## config.mk

```make
export PLATFORM = sky130hd
export DESIGN_NAME = pong_pixel_pipe_flat
export DESIGN_NICKNAME = d
export VERILOG_FILES = /design/src/rtl/pong_pixel_pipe_if.sv /design/src/rtl/pong_pixel_pipe.sv /design/src/flat_wrapper.sv
export SDC_FILE = /design/constraint.sdc
export NUM_CORES = 1
export LEC_CHECK = 0
export CAP_MARGIN = 0
export CORE_MARGIN = 5
export CORE_UTILIZATION = 40
export CTS_CLUSTER_DIAMETER = 200
export DETAILED_ROUTE_END_ITERATION = 12
export GPL_TIMING_DRIVEN = 0
export PLACE_DENSITY_LB_ADDON = 0.2
export SKIP_CTS_REPAIR_TIMING = 1
export SLEW_MARGIN = 30
export SYNTH_ARGS = -nofsm -noshare
export SYNTH_HDL_FRONTEND = slang
export SYNTH_SLANG_ARGS = --single-unit
```

## constraint.sdc

```tcl
create_clock -name clk -period 4.24 [get_ports clk]
set_input_delay 0.848 -clock clk [delete_from_list [all_inputs] [get_ports clk]]
set_output_delay 0.848 -clock clk [all_outputs]
set_load 0.01 [all_outputs]
```

## src/rtl/pong_pixel_pipe_if.sv

```systemverilog
// Pong pixel compositor bus: sync/game inputs in, composed rgb out.
// master drives the pixel stream, slave is the compositor.
interface pong_pixel_pipe_if #(
  parameter int NUM_PADDLES = 2
);
  logic                      pixel_tick;
  logic                      frame_tick;
  logic [9:0]                x;
  logic [9:0]                y;
  logic                      video_on;
  logic [9:0]                ball_x;
  logic [9:0]                ball_y;
  logic [10*NUM_PADDLES-1:0] paddle_x;
  logic [10*NUM_PADDLES-1:0] paddle_y;
  logic [3:0]                ball_speed;
  logic                      hit_pulse;
  logic                      game_over;
  logic [11:0]               bg_pixel;
  logic [11:0]               game_over_pixel;
  logic [11:0]               text_rgb;
  logic                      text_on;
  logic [11:0]               rgb;

  modport master (
    output pixel_tick, frame_tick, x, y, video_on,
    output ball_x, ball_y, paddle_x, paddle_y,
    output ball_speed, hit_pulse, game_over,
    output bg_pixel, game_over_pixel, text_rgb, text_on,
    input  rgb
  );

  modport slave (
    input  pixel_tick, frame_tick, x, y, video_on,
    input  ball_x, ball_y, paddle_x, paddle_y,
    input  ball_speed, hit_pulse, game_over,
    input  bg_pixel, game_over_pixel, text_rgb, text_on,
    output rgb
  );
endinterface

```

## src/rtl/pong_pixel_pipe.sv

```systemverilog
// Two-stage Pong pixel compositor: hit flags, then priority mux.
// Optional macro GAMEOVER_BLINK_EN blinks the game-over overlay.
module pong_pixel_pipe #(
  parameter int          NUM_PADDLES     = 2,
  parameter int          PADDLE_W        = 9,
  parameter int          PADDLE_H        = 73,
  parameter int          BALL_SCALE      = 1,
  parameter int          TOP_MARGIN      = 25,
  parameter int          WALL_W          = 32,
  parameter int          H_RES           = 640,
  parameter int          FLASH_FRAMES    = 6,
  parameter int          BLINK_FRAMES    = 30,
  parameter logic [11:0] WALL_COLOR      = 12'h89C,
  parameter logic [11:0] PADDLE_COLOR    = 12'h24F,
  parameter logic [11:0] HEADER_BG_COLOR = 12'h135,
  parameter logic [11:0] FLASH_COLOR     = 12'hFF0
) (
  input logic               clk,
  input logic               reset,
  pong_pixel_pipe_if.slave  bus
);

  localparam int BSZ = 8 * BALL_SCALE;
  localparam int SH  = (BALL_SCALE == 4) ? 2 :
                       (BALL_SCALE == 2) ? 1 : 0;

  logic [10:0] x11, y11;
  assign x11 = {1'b0, bus.x};
  assign y11 = {1'b0, bus.y};

  logic [NUM_PADDLES-1:0] pad_hit;

  for (genvar i = 0; i < NUM_PADDLES; i++) begin : g_pad
    logic [10:0] px, py;
    assign px = {1'b0, bus.paddle_x[10*i +: 10]};
    assign py = {1'b0, bus.paddle_y[10*i +: 10]}
              + 11'(TOP_MARGIN);
    assign pad_hit[i] = (x11 >= px)
                     && (x11 <= px + 11'(PADDLE_W - 1))
                     && (y11 >= py)
                     && (y11 <= py + 11'(PADDLE_H - 1));
  end

  logic [9:0] dx, dy;
  logic       ball_sq;
  logic [2:0] rom_row, rom_col;
  assign dx      = bus.x - bus.ball_x;
  assign dy      = bus.y - bus.ball_y;
  assign ball_sq = (bus.x >= bus.ball_x)
                && (bus.y >= bus.ball_y)
                && (dx < 10'(BSZ))
                && (dy < 10'(BSZ));
  assign rom_row = 3'(dy >> SH);
  assign rom_col = 3'(dx >> SH);

  logic       hdr, wall;
  assign hdr  = bus.y < 10'(TOP_MARGIN);
  assign wall = (bus.x < 10'(WALL_W))
             || (bus.x >= 10'(H_RES - WALL_W));

  logic [3:0] flash_cnt_q;

  // Flash counter: hit reloads, frames count it down to zero.
  always_ff @(posedge clk) begin
    if (reset) begin
      flash_cnt_q <= 4'd0;
    end else if (bus.hit_pulse) begin
      flash_cnt_q <= 4'(FLASH_FRAMES);
    end else if (bus.frame_tick && flash_cnt_q != 4'd0) begin
      flash_cnt_q <= flash_cnt_q - 4'd1;
    end
  end

  logic ovl_vis;

`ifdef GAMEOVER_BLINK_EN
  logic [5:0] blink_cnt_q;
  logic       blink_phase_q;

  // Blink timer: phase flips every BLINK_FRAMES frames of game over.
  always_ff @(posedge clk) begin
    if (reset || !bus.game_over) begin
      blink_cnt_q   <= 6'd0;
      blink_phase_q <= 1'b0;
    end else if (bus.frame_tick) begin
      if (blink_cnt_q == 6'(BLINK_FRAMES - 1)) begin
        blink_cnt_q   <= 6'd0;
        blink_phase_q <= ~blink_phase_q;
      end else begin
        blink_cnt_q <= blink_cnt_q + 6'd1;
      end
    end
  end

  assign ovl_vis = ~blink_phase_q;
`else
  assign ovl_vis = 1'b1;
`endif

  logic [11:0] spd_rgb, ball_rgb_d;

  // Ball colour by speed, overridden while flashing.
  always_comb begin
    spd_rgb = 12'hFFF;
    unique case (1'b1)
      (bus.ball_speed >= 4'd5): spd_rgb = 12'hF00;
      (bus.ball_speed == 4'd4): spd_rgb = 12'h0F0;
      (bus.ball_speed == 4'd3): spd_rgb = 12'h00F;
      default:                  spd_rgb = 12'hFFF;
    endcase
    ball_rgb_d = (flash_cnt_q != 4'd0) ? FLASH_COLOR : spd_rgb;
  end

  logic        v1_q, hdr1_q, wall1_q, pad1_q, ball1_q;
  logic        go1_q, txton1_q;
  logic [2:0]  row1_q, col1_q;
  logic [11:0] ballc1_q, txt1_q, bg1_q, gop1_q;

  // Stage 1: register sources and geometry hit flags.
  always_ff @(posedge clk) begin
    if (reset) begin
      v1_q     <= 1'b0;
      hdr1_q   <= 1'b0;
      wall1_q  <= 1'b0;
      pad1_q   <= 1'b0;
      ball1_q  <= 1'b0;
      go1_q    <= 1'b0;
      txton1_q <= 1'b0;
      row1_q   <= 3'd0;
      col1_q   <= 3'd0;
      ballc1_q <= 12'h000;
      txt1_q   <= 12'h000;
      bg1_q    <= 12'h000;
      gop1_q   <= 12'h000;
    end else if (bus.pixel_tick) begin
      v1_q     <= bus.video_on;
      hdr1_q   <= hdr;
      wall1_q  <= wall;
      pad1_q   <= |pad_hit;
      ball1_q  <= ball_sq;
      go1_q    <= bus.game_over & ovl_vis;
      txton1_q <= bus.text_on;
      row1_q   <= rom_row;
      col1_q   <= rom_col;
      ballc1_q <= ball_rgb_d;
      txt1_q   <= bus.text_rgb;
      bg1_q    <= bus.bg_pixel;
      gop1_q   <= bus.game_over_pixel;
    end
  end

  logic [7:0] rom_line;

  // 8x8 round ball bitmap.
  always_comb begin
    rom_line = 8'hFF;
    case (row1_q)
      3'd0, 3'd7: rom_line = 8'h3C;
      3'd1, 3'd6: rom_line = 8'h7E;
      default:    rom_line = 8'hFF;
    endcase
  end

  logic        ball_bit;
  logic [11:0] rgb_d, rgb_q;
  assign ball_bit = ball1_q & rom_line[3'd7 - col1_q];

  // Stage 2 priority mux.
  always_comb begin
    rgb_d = bg1_q;
    if (!v1_q)         rgb_d = 12'h000;
    else if (hdr1_q)   rgb_d = txton1_q ? txt1_q
                                        : HEADER_BG_COLOR;
    else if (wall1_q)  rgb_d = WALL_COLOR;
    else if (go1_q)    rgb_d = gop1_q;
    else if (pad1_q)   rgb_d = PADDLE_COLOR;
    else if (ball_bit) rgb_d = ballc1_q;
    else               rgb_d = bg1_q;
  end

  // Stage 2 register drives the DAC.
  always_ff @(posedge clk) begin
    if (reset) begin
      rgb_q <= 12'h000;
    end else if (bus.pixel_tick) begin
      rgb_q <= rgb_d;
    end
  end

  assign bus.rgb = rgb_q;

endmodule

```

## src/flat_wrapper.sv

```systemverilog
// flat-port wrapper written by rule: the top's interface ports become plain ports
module pong_pixel_pipe_flat 
#(
  parameter int          NUM_PADDLES     = 2,
  parameter int          PADDLE_W        = 9,
  parameter int          PADDLE_H        = 73,
  parameter int          BALL_SCALE      = 1,
  parameter int          TOP_MARGIN      = 25,
  parameter int          WALL_W          = 32,
  parameter int          H_RES           = 640,
  parameter int          FLASH_FRAMES    = 6,
  parameter int          BLINK_FRAMES    = 30,
  parameter logic [11:0] WALL_COLOR      = 12'h89C,
  parameter logic [11:0] PADDLE_COLOR    = 12'h24F,
  parameter logic [11:0] HEADER_BG_COLOR = 12'h135,
  parameter logic [11:0] FLASH_COLOR     = 12'hFF0
)
  (clk, reset, bus_pixel_tick, bus_frame_tick, bus_x, bus_y, bus_video_on, bus_ball_x, bus_ball_y, bus_paddle_x, bus_paddle_y, bus_ball_speed, bus_hit_pulse, bus_game_over, bus_bg_pixel, bus_game_over_pixel, bus_text_rgb, bus_text_on, bus_rgb);
  pong_pixel_pipe_if #(.NUM_PADDLES(NUM_PADDLES)) bus_i ();
  input logic clk;
  input logic reset;
  input wire logic [$bits(bus_i.pixel_tick)-1:0] bus_pixel_tick;
  input wire logic [$bits(bus_i.frame_tick)-1:0] bus_frame_tick;
  input wire logic [$bits(bus_i.x)-1:0] bus_x;
  input wire logic [$bits(bus_i.y)-1:0] bus_y;
  input wire logic [$bits(bus_i.video_on)-1:0] bus_video_on;
  input wire logic [$bits(bus_i.ball_x)-1:0] bus_ball_x;
  input wire logic [$bits(bus_i.ball_y)-1:0] bus_ball_y;
  input wire logic [$bits(bus_i.paddle_x)-1:0] bus_paddle_x;
  input wire logic [$bits(bus_i.paddle_y)-1:0] bus_paddle_y;
  input wire logic [$bits(bus_i.ball_speed)-1:0] bus_ball_speed;
  input wire logic [$bits(bus_i.hit_pulse)-1:0] bus_hit_pulse;
  input wire logic [$bits(bus_i.game_over)-1:0] bus_game_over;
  input wire logic [$bits(bus_i.bg_pixel)-1:0] bus_bg_pixel;
  input wire logic [$bits(bus_i.game_over_pixel)-1:0] bus_game_over_pixel;
  input wire logic [$bits(bus_i.text_rgb)-1:0] bus_text_rgb;
  input wire logic [$bits(bus_i.text_on)-1:0] bus_text_on;
  output wire logic [$bits(bus_i.rgb)-1:0] bus_rgb;
  assign bus_i.pixel_tick = bus_pixel_tick;
  assign bus_i.frame_tick = bus_frame_tick;
  assign bus_i.x = bus_x;
  assign bus_i.y = bus_y;
  assign bus_i.video_on = bus_video_on;
  assign bus_i.ball_x = bus_ball_x;
  assign bus_i.ball_y = bus_ball_y;
  assign bus_i.paddle_x = bus_paddle_x;
  assign bus_i.paddle_y = bus_paddle_y;
  assign bus_i.ball_speed = bus_ball_speed;
  assign bus_i.hit_pulse = bus_hit_pulse;
  assign bus_i.game_over = bus_game_over;
  assign bus_i.bg_pixel = bus_bg_pixel;
  assign bus_i.game_over_pixel = bus_game_over_pixel;
  assign bus_i.text_rgb = bus_text_rgb;
  assign bus_i.text_on = bus_text_on;
  assign bus_rgb = bus_i.rgb;
  pong_pixel_pipe #(.NUM_PADDLES(NUM_PADDLES), .PADDLE_W(PADDLE_W), .PADDLE_H(PADDLE_H), .BALL_SCALE(BALL_SCALE), .TOP_MARGIN(TOP_MARGIN), .WALL_W(WALL_W), .H_RES(H_RES), .FLASH_FRAMES(FLASH_FRAMES), .BLINK_FRAMES(BLINK_FRAMES), .WALL_COLOR(WALL_COLOR), .PADDLE_COLOR(PADDLE_COLOR), .HEADER_BG_COLOR(HEADER_BG_COLOR), .FLASH_COLOR(FLASH_COLOR)) u_core (.clk(clk), .reset(reset), .bus(bus_i));
endmodule
```

Word-level counts from Yosys, hierarchy flattened
Index checks and enable logic that the tools add are counted.
Cells by class
  add/sub/neg operators: 10
  $lt $le $gt $ge: 17
  equality and inequality tests: 5
  muxes and demuxes: 14
  bitwise operators: 1
  reductions and logical operators: 18
Operator list (number)
  $mux 12: 8
  $le 10x11->1: 4
  $ge 10x10->1: 4
  $pmux 12 s3: 1
  $add 10x4->11 const B: 2
  $add 10x5->11 const B: 2
  $add 11x7->11 const B: 2
  $ge 10x11->1: 2
  $lt 10x4->1 const B: 2
  $sub 10x10->10: 2
  $pmux 8 s2: 1
  $ge 10x10->1 const B: 1
  $logic_and 1x1->1: 10
  $lt 10x5->1 const B: 1
  $lt 10x6->1 const B: 1
  $reduce_or 2->1: 4
  $eq 3x3->1 const B: 2
  $mux 3: 2
  $eq 4x2->1 const B: 1
  $eq 4x3->1 const B: 1
  $ge 4x3->1 const B: 1
  $lt 3x4->1 const B: 1
  $reduce_bool 4->1: 1
  $sub 4x1->4 const B: 1
  other kinds (8): 8
Word-level totals
  register bits after elaboration: 77
  input bits: 128
  output and inout bits: 12
  word-level logic and storage cells: 81

Logic depth before layout (Yosys ltp)
  word-level depth: 12
  mapped depth: 16
  depth with buffers taken out: 16

Least setup slack after synthesis
OpenSTA, ideal clock, no wires.
  path type: input to register
  from: input port bus_paddle_y[0]
  to: register u_core.pad1_q
  setup time: 120 ps
  arrival time: 3390 ps
  data required time: 4120 ps
  slack: 730 ps
  stages: 15
  buffers on the path: 1
  path through: ha_1 -> and2_4 -> or3_1 -> buf_6 -> and2_1 -> inv_1 -> ha_1 -> a21oi_1 -> xnor2_1 -> ha_1 -> o21a_1 -> o21a_1 -> o32ai_1 -> o311a_1 -> a211o_1
On the way
  word-level cells in the longest chain between the ends: 5
  elaborated cells between the ends (all ways): 7
  classes of those cells: add/sub (2); order compare (2); reduce/logical (3)
Ends and longest elaborated chain
  from (decl): line flat_wrapper.sv:30  | input wire logic [$bits(bus_i.paddle_y)-1:0] bus_paddle_y;
  $add 10x5->11 (*): line pong_pixel_pipe.sv:37  | + 11'(TOP_MARGIN);
  $add 11x7->11 / $ge 10x11->1 (equally long branches): line pong_pixel_pipe.sv:41, pong_pixel_pipe.sv:40
  $le 10x11->1 / $logic_and 1x1->1 (equally long branches): line pong_pixel_pipe.sv:41, pong_pixel_pipe.sv:40
  $logic_and 1x1->1 (*): line pong_pixel_pipe.sv:41  | && (y11 <= py + 11'(PADDLE_H - 1));
  $reduce_or 2->1 (*): line pong_pixel_pipe.sv:139  | pad1_q <= |pad_hit;
  to (signal assigned): line pong_pixel_pipe.sv:139
  to (decl): line pong_pixel_pipe.sv:114  | logic v1_q, hdr1_q, wall1_q, pad1_q, ball1_q;
Mark *: on every way between the ends. The rest lies on a longest branch, timed or not.
A chain may end at the register's enable or synchronous reset.

Final worst setup path
Same ends and word-level chain as after synthesis.

==> impl_results.md <==
- Top cell by count, worst path: ha_1
- Synth area leader: dfxtp_1
- Row count: 46
- Synth Area per Inst: 7.91 um^2
- Leading post-synthesis cells by cell area: dfxtp_1 21%, ha_1 19%, mux2i_1 6.6%
- Worst clock skew: a little under 0.006 ns
- Initial Util: slightly above 40%
- Final hold slack: 0.438 ns
- Initial antenna violation count: 0
- Post-DRT Antenna Nets: 0
- Number of global-route vias before repair: 5972
- Slew Viols, Final: 0
- Chip Width: 137 um
- Critical Path Sink Type: flop
- Die Footprint: 0.0187 mm^2
- Die height: 137 um
- Sequential Power Share: 33.1%
- Clk pwr share: between 30% and 40%
- Mapped Nets: 1036
- # setup viols final: 0
- Critical path type: in2reg
- EDFF count, synth: 0
- Seq/Total Area, Yosys: about a fifth
- Switching Share: just over 30%
- P_int: 1.45 mW
- Total power: 2.11 mW
- Req. time, crit path: ~4.5 ns
- Count leader, synth: ha_1
- Remaining DRCs: 0
- Critical R2R Launch: u_core.col1_q[2]
- Slowest stage cell on the critical path: clkdlybuf4s50_1
- R2R depth: 8
- Yosys warnings: 0
- Vias/cell: 5.25
- Nets: 1182
- Final RePlAce weighted congestion: 0.885
- Synth top cells by count: 96 x ha_1, 81 x inv_1, 78 x nor2_1
- Post-synth top area share: 21.2%
- Setup crit start kind: primary input
- #FFs+latches synth: 68
- P_sw: 0.658 mW
- Max_slew headroom: 45.1%
- Post-Syn Area: around 0.0064 mm^2
- Async set-reset flop share out of synthesis: 0%
- Number of diodes: 0
- Setup TNS: 0 ns
- Leak Pwr: 3.57 nW
- Reg clk slew, reported paths: 0.05 ns
- IO Pins: 140
- Final Hold Viols: 0
- Ys flop type: dfxtp_1
- DRT iter0 DRCs: between 300 and 400
- Per-cell routed wire length: about 15 um
- TritonCTS Buffers: 9
- VDD IR-drop max: 0.204 mV
- Ratio of cells with drive above 1 in the final layout: 2.50%
- MaxCap Viol Count: 0
- Sinks on the clock net: 68
- First-pass GRT wire length: between 20 and 30 mm
- Pwr Density: roughly 250 mW/mm^2
- # fillers: 1567
- Grt ovf: 0
- GRT Total Usage: 19.4%
- CTS max path bufs: 2
- Hold WC Path Type: reg2reg
- Vias: 6174
- RSZ-0062 raised after global routing: false
- Maximum clock frequency: 253 MHz
- Reg2Reg Setup Slack: 2.19 ns
- Hold Crit Depth: 2
- Period Utilization, post-route: 93.3%
- Status: finished, final reports clean
- DP HPWL: roughly 15 mm
- Min-Delay Startpoint: u_core.bus.rgb[2]
- Area after DPL: 0.00803 mm^2
- Signal arrival time at the worst endpoint: approximately 4.2 ns
- Worst Hold End: u_core.bus.rgb[2]
- Worst-skew pair later-pin latency: between 0.3 and 0.4 ns
- Max stage delay on crit path: 0.47 ns
- CP Max Fanout: 6
- Total Routed Length: about 18 mm
- CTS HTree Levels: 3
- Yosys cell types: 66
- I/O Buffers: 135
- Design Area, Final: 0.00829 mm^2
- Largest net degree at the start of global routing: 11
- FF-to-FF End: u_core.bus.rgb[0]
- Root Buffer: clkbuf_16
- Gate power share: 35.4%
- Core footprint: 0.0158 mm^2
- Worst path cell trace: clkdlybuf4s50_1 > ha_1 > and2_4 > or3_1 > buf_6 > and2_1 > inv_1 > ha_1 > inv_1 > ha_1 > a21oi_1 > nor2b_1 > o21ai_0 > o21ai_0 > a2111oi_0 > o311a_1 > a211o_1
- Min Tclk post-route: 3.96 ns
- First-pass DRT Iterations: 5
- Slew @ Worst Pin: 0.820 ns
- TritonCTS clock tree: done
- Post-Syn Instances: 810
- Area Overhead vs Synth: 29.4%
[power groups by stage]
stage          sequential [mW]  clock, mW  combinational (mW)
2_1_floorplan            0.704          0               0.474
3_3_place_gp             0.712          0               0.738
3_5_place_dp             0.712          0               0.743
4_1_cts                  0.699      0.680               0.748
5_1_grt                  0.702      0.710               0.842
6_report                 0.699      0.665               0.747
[worst max-delay path by stage]
stage,from,endpoint,slack [ns],cells past startpoint
2_1_floorplan,bus_paddle_y[0],u_core.pad1_q,0.73,15
3_3_place_gp,bus_paddle_y[0],u_core.pad1_q,-0.03,14
3_5_place_dp,bus_paddle_y[0],u_core.pad1_q,-0.08,17
4_1_cts,bus_paddle_y[0],u_core.pad1_q,0.26,17
5_1_grt,bus_paddle_y[0],u_core.pad1_q,0.03,17
6_report,bus_paddle_y[0],u_core.pad1_q,0.28,17
[cells in the final DEF (no fill, tap or decap), types with 7 or more instances in the layout]
cell,instances
clkdlybuf4s50_1,135
ha_1,96
inv_1,81
nor2_1,78
dfxtp_1,68
nand2_1,64
a21oi_1,50
o21ai_0,45
mux2i_1,42
xnor2_1,34
clkbuf_1,19
nor3_1,17
nand3_1,16
nor2b_1,14
o21a_1,14
a31oi_1,13
nand4_1,12
a211oi_1,10
a21o_1,10
a2111oi_0,9
clkbuf_16,9
a21boi_0,8
nand2b_1,7
a221oi_1,7
[cells by family (layout without fill, tap and decap cells)]
group                      after synthesis  count (layout)  share of synthesized area (%)
buffers and inverters                  105             256                           6.39
muxes                                   42              42                           6.56
DFF                                     68              68                           21.2
adders and majority gates               99              99                           19.5
and+or+nand+nor                        246             246                           18.9
AOI/OAI and AO/OA                      211             211                           21.8
xor gates and xnor gates                39              39                           5.62
[metal layers]
| metal | vias up | track usage, % | wire length [um] |
|---|---|---|---|
| met2 | 134 | 33.7 | 8650 |
| met3 | 16 | 3.16 | 920 |
| met4 | 0 | 4.70 | 223 |
| met5 | - | 0 | 0 |
| li1 | 3225 | - | - |
| met1 | 2799 | 25.0 | 8340 |
[sequential cells by signal, summed over array words and instances, names as in the netlist, 3 cells and up]
register / count
u_core.ballc1_q: 3
u_core.bg1_q: 12
u_core.bus.rgb: 12
u_core.col1_q: 3
u_core.flash_cnt_q: 4
u_core.gop1_q: 12
u_core.row1_q: 3
u_core.txt1_q: 12
[worst max-delay path, delay by kind of cell]
kind | cells | cell delay [ns]
and+or+nand+nor | 4 | 0.70
adders and majority gates | 3 | 0.70
buffers and inverters | 4 | 0.74
AOI/OAI and AO/OA | 6 | 1.23
[per-stage QoR]
step / setup WS (ns) / util (%) / instances
final: 0.282 / 52.4 / 1177
after global routing: 0.0304 / 52.4 / 1177
after global placement: -0.0285 / 50.7 / 1161
after floorplan: 0.730 / - / 810
after detailed placement: -0.0812 / 50.7 / 1161
after CTS: 0.260 / 52.4 / 1177
[area by class of cell]
type / count / area [um^2] / area share, %
multi-input combinational: 637 / 4640 / 55.9
sequential: 68 / 1360 / 16.4
timing repair buffer: 135 / 1350 / 16.3
inverter: 82 / 308 / 3.71
tap: 216 / 270 / 3.26
clock buffer: 14 / 254 / 3.06
buffer: 23 / 101 / 1.22
clock inverter: 2 / 10.0 / 0.121
No activity file was read; power rests on OpenSTA's default activity.
